===== config.mk =====
export PLATFORM = sky130hd
export DESIGN_NAME = data_ram_arbiter
export DESIGN_NICKNAME = d
export VERILOG_FILES = /design/src/rtl/data_ram_arbiter.sv
export SDC_FILE = /design/constraint.sdc
export NUM_CORES = 1
export LEC_CHECK = 0
export BUFFER_PORTS_ARGS = -buffer_cell sky130_fd_sc_hd__buf_2
export CAP_MARGIN = 20
export CORE_AREA = 8 8 119 121
export DETAILED_ROUTE_END_ITERATION = 16
export DIE_AREA = 0 0 127 129
export GPL_ROUTABILITY_DRIVEN = 1
export PLACE_DENSITY_LB_ADDON = 0.3
export SETUP_SLACK_MARGIN = 0.02
export SLEW_MARGIN = 40
export SYNTH_ARGS = -nofsm -noshare
export SYNTH_HDL_FRONTEND = slang
export SYNTH_SLANG_ARGS = --single-unit

===== constraint.sdc =====
create_clock -name clock -period 5.1 [get_ports clock]
set_clock_uncertainty 0.1 [all_clocks]
set_input_delay 0 -clock clock [delete_from_list [all_inputs] [get_ports clock]]
set_output_delay 0 -clock clock [all_outputs]
set_load 0.05 [all_outputs]

===== src/rtl/data_ram_arbiter.sv =====
// Round-robin arbiter sharing one single-port data BlockRam among NUM_CORES cores.
// Define DATA_RAM_ARB_STATS_EN to add per-core grant/stall counters on the stat_* ports.
module data_ram_arbiter #(
  parameter int NUM_CORES     = 4,
  parameter int WORD_WIDTH    = 32,
  parameter int ADDRESS_WIDTH = 16
) (
  input  logic                               clock,
  input  logic                               reset,
  input  logic                               hold,
  input  logic [NUM_CORES-1:0]               core_req,
  input  logic [NUM_CORES-1:0]               core_write,
  input  logic [NUM_CORES*ADDRESS_WIDTH-1:0] core_address,
  input  logic [NUM_CORES*WORD_WIDTH-1:0]    core_write_data,
  output logic [NUM_CORES-1:0]               core_grant,
  output logic [NUM_CORES-1:0]               core_read_valid,
  output logic [WORD_WIDTH-1:0]              core_read_data,
  output logic [ADDRESS_WIDTH-1:0]           ram_address,
  output logic                               ram_write,
  output logic [WORD_WIDTH-1:0]              ram_write_data,
  input  logic [WORD_WIDTH-1:0]              ram_read_data
`ifdef DATA_RAM_ARB_STATS_EN
  ,
  input  logic [3:0]                         stat_sel,
  output logic [31:0]                        stat_grants,
  output logic [31:0]                        stat_stalls
`endif
);

  localparam int PTR_W = (NUM_CORES > 1) ? $clog2(NUM_CORES) : 1;

  logic [PTR_W-1:0]         r_ptr;
  logic [NUM_CORES-1:0]     r_grant;
  logic [NUM_CORES-1:0]     r_read_valid;
  logic [ADDRESS_WIDTH-1:0] r_ram_address;
  logic                     r_ram_write;
  logic [WORD_WIDTH-1:0]    r_ram_write_data;

  logic                     w_found_hi;
  logic                     w_found_any;
  logic                     w_issue;
  logic [PTR_W-1:0]         w_sel_hi;
  logic [PTR_W-1:0]         w_sel_any;
  logic [PTR_W-1:0]         w_sel;
  logic [PTR_W-1:0]         w_ptr_next;
  logic [NUM_CORES-1:0]     w_onehot;
  logic                     w_write;
  logic [ADDRESS_WIDTH-1:0] w_address;
  logic [WORD_WIDTH-1:0]    w_write_data;

  // Wrap-around search: first requester at/after the pointer, else the lowest requester.
  // NOTE: every always_comb output is given a default first so no latch is inferred.
  always_comb begin
    w_found_hi   = 1'b0;
    w_found_any  = 1'b0;
    w_sel_hi     = '0;
    w_sel_any    = '0;
    for (int i = 0; i < NUM_CORES; i++) begin
      if (core_req[i] && !w_found_any) begin
        w_found_any = 1'b1;
        w_sel_any   = PTR_W'(i);
      end
      if (core_req[i] && !w_found_hi && i >= int'(r_ptr)) begin
        w_found_hi = 1'b1;
        w_sel_hi   = PTR_W'(i);
      end
    end
    w_sel        = w_found_hi ? w_sel_hi : w_sel_any;
    w_issue      = !hold && w_found_any;
    w_onehot     = '0;
    w_write      = 1'b0;
    w_address    = '0;
    w_write_data = '0;
    for (int i = 0; i < NUM_CORES; i++) begin
      if (w_issue && w_sel == PTR_W'(i)) begin
        w_onehot[i]  = 1'b1;
        w_write      = core_write[i];
        w_address    = core_address[i*ADDRESS_WIDTH +: ADDRESS_WIDTH];
        w_write_data = core_write_data[i*WORD_WIDTH +: WORD_WIDTH];
      end
    end
    w_ptr_next = (int'(w_sel) == NUM_CORES - 1) ? '0 : w_sel + PTR_W'(1);
  end

  // NOTE: sequential state uses non-blocking assignments so all flops sample pre-edge values.
  always_ff @(posedge clock) begin
    if (reset) begin
      r_ptr            <= '0;
      r_grant          <= '0;
      r_read_valid     <= '0;
      r_ram_address    <= '0;
      r_ram_write      <= 1'b0;
      r_ram_write_data <= '0;
    end else begin
      // The RAM returns data one cycle after the grant; writes never produce a valid.
      r_read_valid <= r_ram_write ? '0 : r_grant;
      r_grant      <= w_onehot;
      r_ram_write  <= w_write;
      if (w_issue) begin
        r_ram_address    <= w_address;
        r_ram_write_data <= w_write_data;
        r_ptr            <= w_ptr_next;
      end
    end
  end

  assign core_grant      = r_grant;
  assign core_read_valid = r_read_valid;
  assign core_read_data  = ram_read_data;
  assign ram_address     = r_ram_address;
  assign ram_write       = r_ram_write;
  assign ram_write_data  = r_ram_write_data;

`ifdef DATA_RAM_ARB_STATS_EN
  logic [31:0] r_stat_grants [NUM_CORES];
  logic [31:0] r_stat_stalls [NUM_CORES];

  // NOTE: these arrays are individual counters, not RAM, so they are cleared on reset.
  always_ff @(posedge clock) begin
    if (reset) begin
      for (int i = 0; i < NUM_CORES; i++) begin
        r_stat_grants[i] <= '0;
        r_stat_stalls[i] <= '0;
      end
    end else begin
      for (int i = 0; i < NUM_CORES; i++) begin
        if (w_onehot[i] && r_stat_grants[i] != '1)
          r_stat_grants[i] <= r_stat_grants[i] + 32'd1;
        if (core_req[i] && !w_onehot[i] && r_stat_stalls[i] != '1)
          r_stat_stalls[i] <= r_stat_stalls[i] + 32'd1;
      end
    end
  end

  always_comb begin
    stat_grants = '0;
    stat_stalls = '0;
    for (int i = 0; i < NUM_CORES; i++) begin
      if (stat_sel == 4'(i)) begin
        stat_grants = r_stat_grants[i];
        stat_stalls = r_stat_stalls[i];
      end
    end
  end
`endif

endmodule


==> impl_metrics.sql <==
INSERT INTO impl_metrics (metric_group, metric, value, unit) VALUES
('clock_tree', 'clock_tree.htree_level_count', '3', ''),
('synth', 'post_synthesis_instance_area', '3720', 'um2'),
('floorplanning', 'die-area', '16400', 'um2'),
('synth', 'synthTopCellsByArea', 'sky130_fd_sc_hd__dfxtp_1, sky130_fd_sc_hd__a21oi_1, sky130_fd_sc_hd__a211o_1', ''),
('critical_path', 'timing.critical_path.slowest_cell_delay', '0.57', 'ns'),
('clock_tree', 'clk_transition_reported_paths', '0.05', 'ns'),
('critical_path', 'timing.critical_path.buf_inv', '3', ''),
('cells_and_area', 'layout-area-overhead-vs-synth', '74.9', '%'),
('critical_path', 'timing.critical_path.required', '5.26', 'ns'),
('global_route', 'grt_start_max_net_pins', '55', ''),
('route', 'overall_via_count_from_detail_route', '4925', ''),
('clock_tree', 'sinks_on_clock_net', '59', ''),
('clock_tree', 'numCtsBuffers', '9', ''),
('critical_path', 'critPathSlowestCell', 'sky130_fd_sc_hd__dlygate4sd3_1', ''),
('timing', 'final-hold-violation-count', '0', ''),
('timing', 'setup_viol_count_final', '0', ''),
('clock_tree', 'clock_insertion_delay_worst_skew', '0.32', 'ns'),
('route', 'initialDrtViolationCount', '304', ''),
('global_route', 'initial_antenna_violation_count', '0', ''),
('global_route', 'globalRouteTotalUtil', '0.196', ''),
('power', 'power_per_cell_area', '316', 'nW/um2'),
('place', 'dp_hpwl', '11.0', 'mm'),
('timing', 'drv_slew', '0', ''),
('cells_and_area', 'post-route-util', '0.529', ''),
('synth', 'synth_seq_cells', '59', ''),
('synth', 'yosys.cell_count.top_type', 'sky130_fd_sc_hd__a21oi_1', ''),
('route', 'post_drt_via_cell_ratio', '5.17', ''),
('synth', 'syn-mean-instance-area', '7.94', 'um2'),
('critical_path', 'cp.arrival', '3.87', 'ns'),
('clock_tree', 'post-cts-setup-buffer-count', '0', ''),
('hold_path', 'class_of_the_tightest_hold_or_removal_check', 'in2reg', ''),
('floorplanning', 'floorplan.rows', '41', ''),
('synth', 'synth_area_leader_cell', 'sky130_fd_sc_hd__dfxtp_1', ''),
('timing', 'period_minus_slack', '3.71', 'ns'),
('synth', 'yosys_warnings', '0', ''),
('timing', 'grt_setup_unrepaired', 'false', ''),
('synth', 'synth_common_cells', 'sky130_fd_sc_hd__a21oi_1, sky130_fd_sc_hd__dfxtp_1, sky130_fd_sc_hd__inv_1', ''),
('route', 'drt_wl_total', '16.8', 'mm'),
('global_route', 'first_global_vias', '5465', ''),
('floorplanning', 'initial_utilization', '0.302', ''),
('synth', 'synthesis.nets', '708', ''),
('clock_tree', 'clk_path_buf_depth', '2', ''),
('timing', 'headroom_to_the_max_slew_limit', '0.508', ''),
('critical_path', 'worstSetupStartpointType', 'register', ''),
('status', 'outcome', 'completed', ''),
('timing', 'min_period_over_period', '0.727', ''),
('floorplanning', 'floorplan.core_area', '12300', 'um2'),
('critical_path', 'timing.critical_path.to_type', 'register', ''),
('synth', 'synth-edff-count', '0', ''),
('floorplanning', 'die_x', '127', 'um'),
('critical_path', 'worst-r2r-setup-slack', '1.39', 'ns'),
('power', 'cellLeakagePower', '0.00333', 'uW'),
('route', 'ant_nets', '0', ''),
('timing', 'hold-worst-slack', '0.266', 'ns'),
('global_route', 'grt-ovfl-total', '0', ''),
('power', 'vdd_ir_drop_max', '0.166', 'mV'),
('global_route', 'grt_pass1_wl', '26.4', 'mm'),
('floorplanning', 'die_h', '129', 'um'),
('timing', 'setup-tns-final', '0', 'ns'),
('critical_path', 'timing.critical_path.mode_cell', 'sky130_fd_sc_hd__a21oi_1', ''),
('flow_run', 'drv_cap', '0', ''),
('clock_tree', 'clockRootBuffer', 'sky130_fd_sc_hd__clkbuf_16', ''),
('place', 'placer_congestion', '0.796', ''),
('route', 'drc', '0', ''),
('route', 'mean_routed_wirelength_per_cell', '17.7', 'um'),
('critical_path', 'path_class', 'reg2reg', ''),
('synth', 'yosys.cell_types.count', '27', ''),
('synth', 'synth_top_area_frac', '0.317', ''),
('critical_path', 'cp_cell_sequence', 'nor2b_1, a21oi_1, o221ai_1, inv_1, ha_2, nor2b_4, buf_4, a221oi_1, a211o_1, a21oi_1, dlygate4sd3_1', ''),
('cells_and_area', 'fin_nets', '1036', ''),
('timing', 'max_clock_freq', '270', 'MHz');
stage by stage:
stage | instances | worst slack [ns] | power, uW
after floorplan | 469 | 2.90 | 1100
after global placement | 802 | 2.09 | 1210
after detailed placement | 804 | 1.99 | 1230
after CTS | 952 | 1.44 | 2070
after global routing | 952 | 1.19 | 2160
final | 952 | 1.39 | 2050
power breakdown:
| group | leakage, uW | total [uW] | internal, uW | switching [uW] |
|---|---|---|---|---|
| combinational | 0.00268 | 857 | 355 | 502 |
| sequential | 0.000488 | 532 | 508 | 23.3 |
| clock | 0.000165 | 666 | 451 | 215 |
| total | 0.00333 | 2050 | 1310 | 740 |
flip-flops by register name, indices dropped and copies added (netlist names):
name,flops
ram_write_data,32
ram_address,16
core_grant,4
core_read_valid,4
r_ptr,2
ram_write,1
layout make-up:
class / instances / area [um2]
Clock inverter: 5 / 75.1
Clock buffer: 11 / 253
Inverter: 52 / 195
Tap cell: 150 / 188
Fill cell: 1125 / 5800
Timing Repair Buffer: 397 / 2690
Multi-Input combinational cell: 278 / 1930
Sequential cell: 59 / 1180
routing by layer:
layer / up-vias / GRT usage / part of all wire
li1: 2357 / - / -
met1: 2301 / 0.203 / 0.37
met2: 239 / 0.368 / 0.53
met3: 28 / 0.0509 / 0.076
met4: 0 / 0.0833 / 0.021
met5: - / 0 / 0
path summary, 6_finish.rpt:
check	from	end	cells past startpoint
max	r_ptr[0]	ram_address[7]	11
min	core_req[3]	core_grant[0]	4
min reg2reg	core_grant[0]	core_read_valid[0]	1
max reg2reg	r_ptr[0]	ram_address[7]	11
cells in the final DEF, fill, tap and decap left out:
cell type                       count
sky130_fd_sc_hd__and2_1             4
sky130_fd_sc_hd__a211oi_1           1
sky130_fd_sc_hd__buf_12             2
sky130_fd_sc_hd__nand2_1            5
sky130_fd_sc_hd__a221oi_2          10
sky130_fd_sc_hd__buf_4              4
sky130_fd_sc_hd__dlygate4sd3_1    132
sky130_fd_sc_hd__dfxtp_1           59
sky130_fd_sc_hd__nor2_1             4
sky130_fd_sc_hd__a21oi_1           98
sky130_fd_sc_hd__a211o_1           49
sky130_fd_sc_hd__o221a_2            1
sky130_fd_sc_hd__inv_1             52
sky130_fd_sc_hd__a221oi_1          39
sky130_fd_sc_hd__buf_2            259
sky130_fd_sc_hd__and3_1             4
sky130_fd_sc_hd__o221ai_1           1
sky130_fd_sc_hd__clkbuf_16          9
sky130_fd_sc_hd__ha_4               2
sky130_fd_sc_hd__bufinv_16          2
sky130_fd_sc_hd__ha_2               1
sky130_fd_sc_hd__a21o_4             1
sky130_fd_sc_hd__a21oi_4            1
sky130_fd_sc_hd__clkinv_2           3
sky130_fd_sc_hd__o22a_1             1
sky130_fd_sc_hd__o21ai_0           49
sky130_fd_sc_hd__o22ai_1            1
sky130_fd_sc_hd__nor2b_4            1
sky130_fd_sc_hd__nor2b_1            3
sky130_fd_sc_hd__clkbuf_8           2
sky130_fd_sc_hd__ha_1               1
sky130_fd_sc_hd__a21boi_0           1
worst reg2reg max path, cell delays in order (launching register included):
cell,delay (ns)
sky130_fd_sc_hd__dfxtp_1,0.33
sky130_fd_sc_hd__nor2b_1,0.15
sky130_fd_sc_hd__a21oi_1,0.06
sky130_fd_sc_hd__o221ai_1,0.46
sky130_fd_sc_hd__inv_1,0.20
sky130_fd_sc_hd__ha_2,0.25
sky130_fd_sc_hd__nor2b_4,0.50
sky130_fd_sc_hd__buf_4,0.46
sky130_fd_sc_hd__a221oi_1,0.14
sky130_fd_sc_hd__a211o_1,0.30
sky130_fd_sc_hd__a21oi_1,0.14
sky130_fd_sc_hd__dlygate4sd3_1,0.57
cell families after synthesis:
group                      Yosys count  share of synthesized area
AOI/OAI and AO/OA                  253                      0.463
buffers and inverters              132                      0.175
DFF                                 59                      0.317
and+or+nand+nor                     21                     0.0313
adders and majority gates            4                     0.0134
Power figures use the tool's default switching activity.
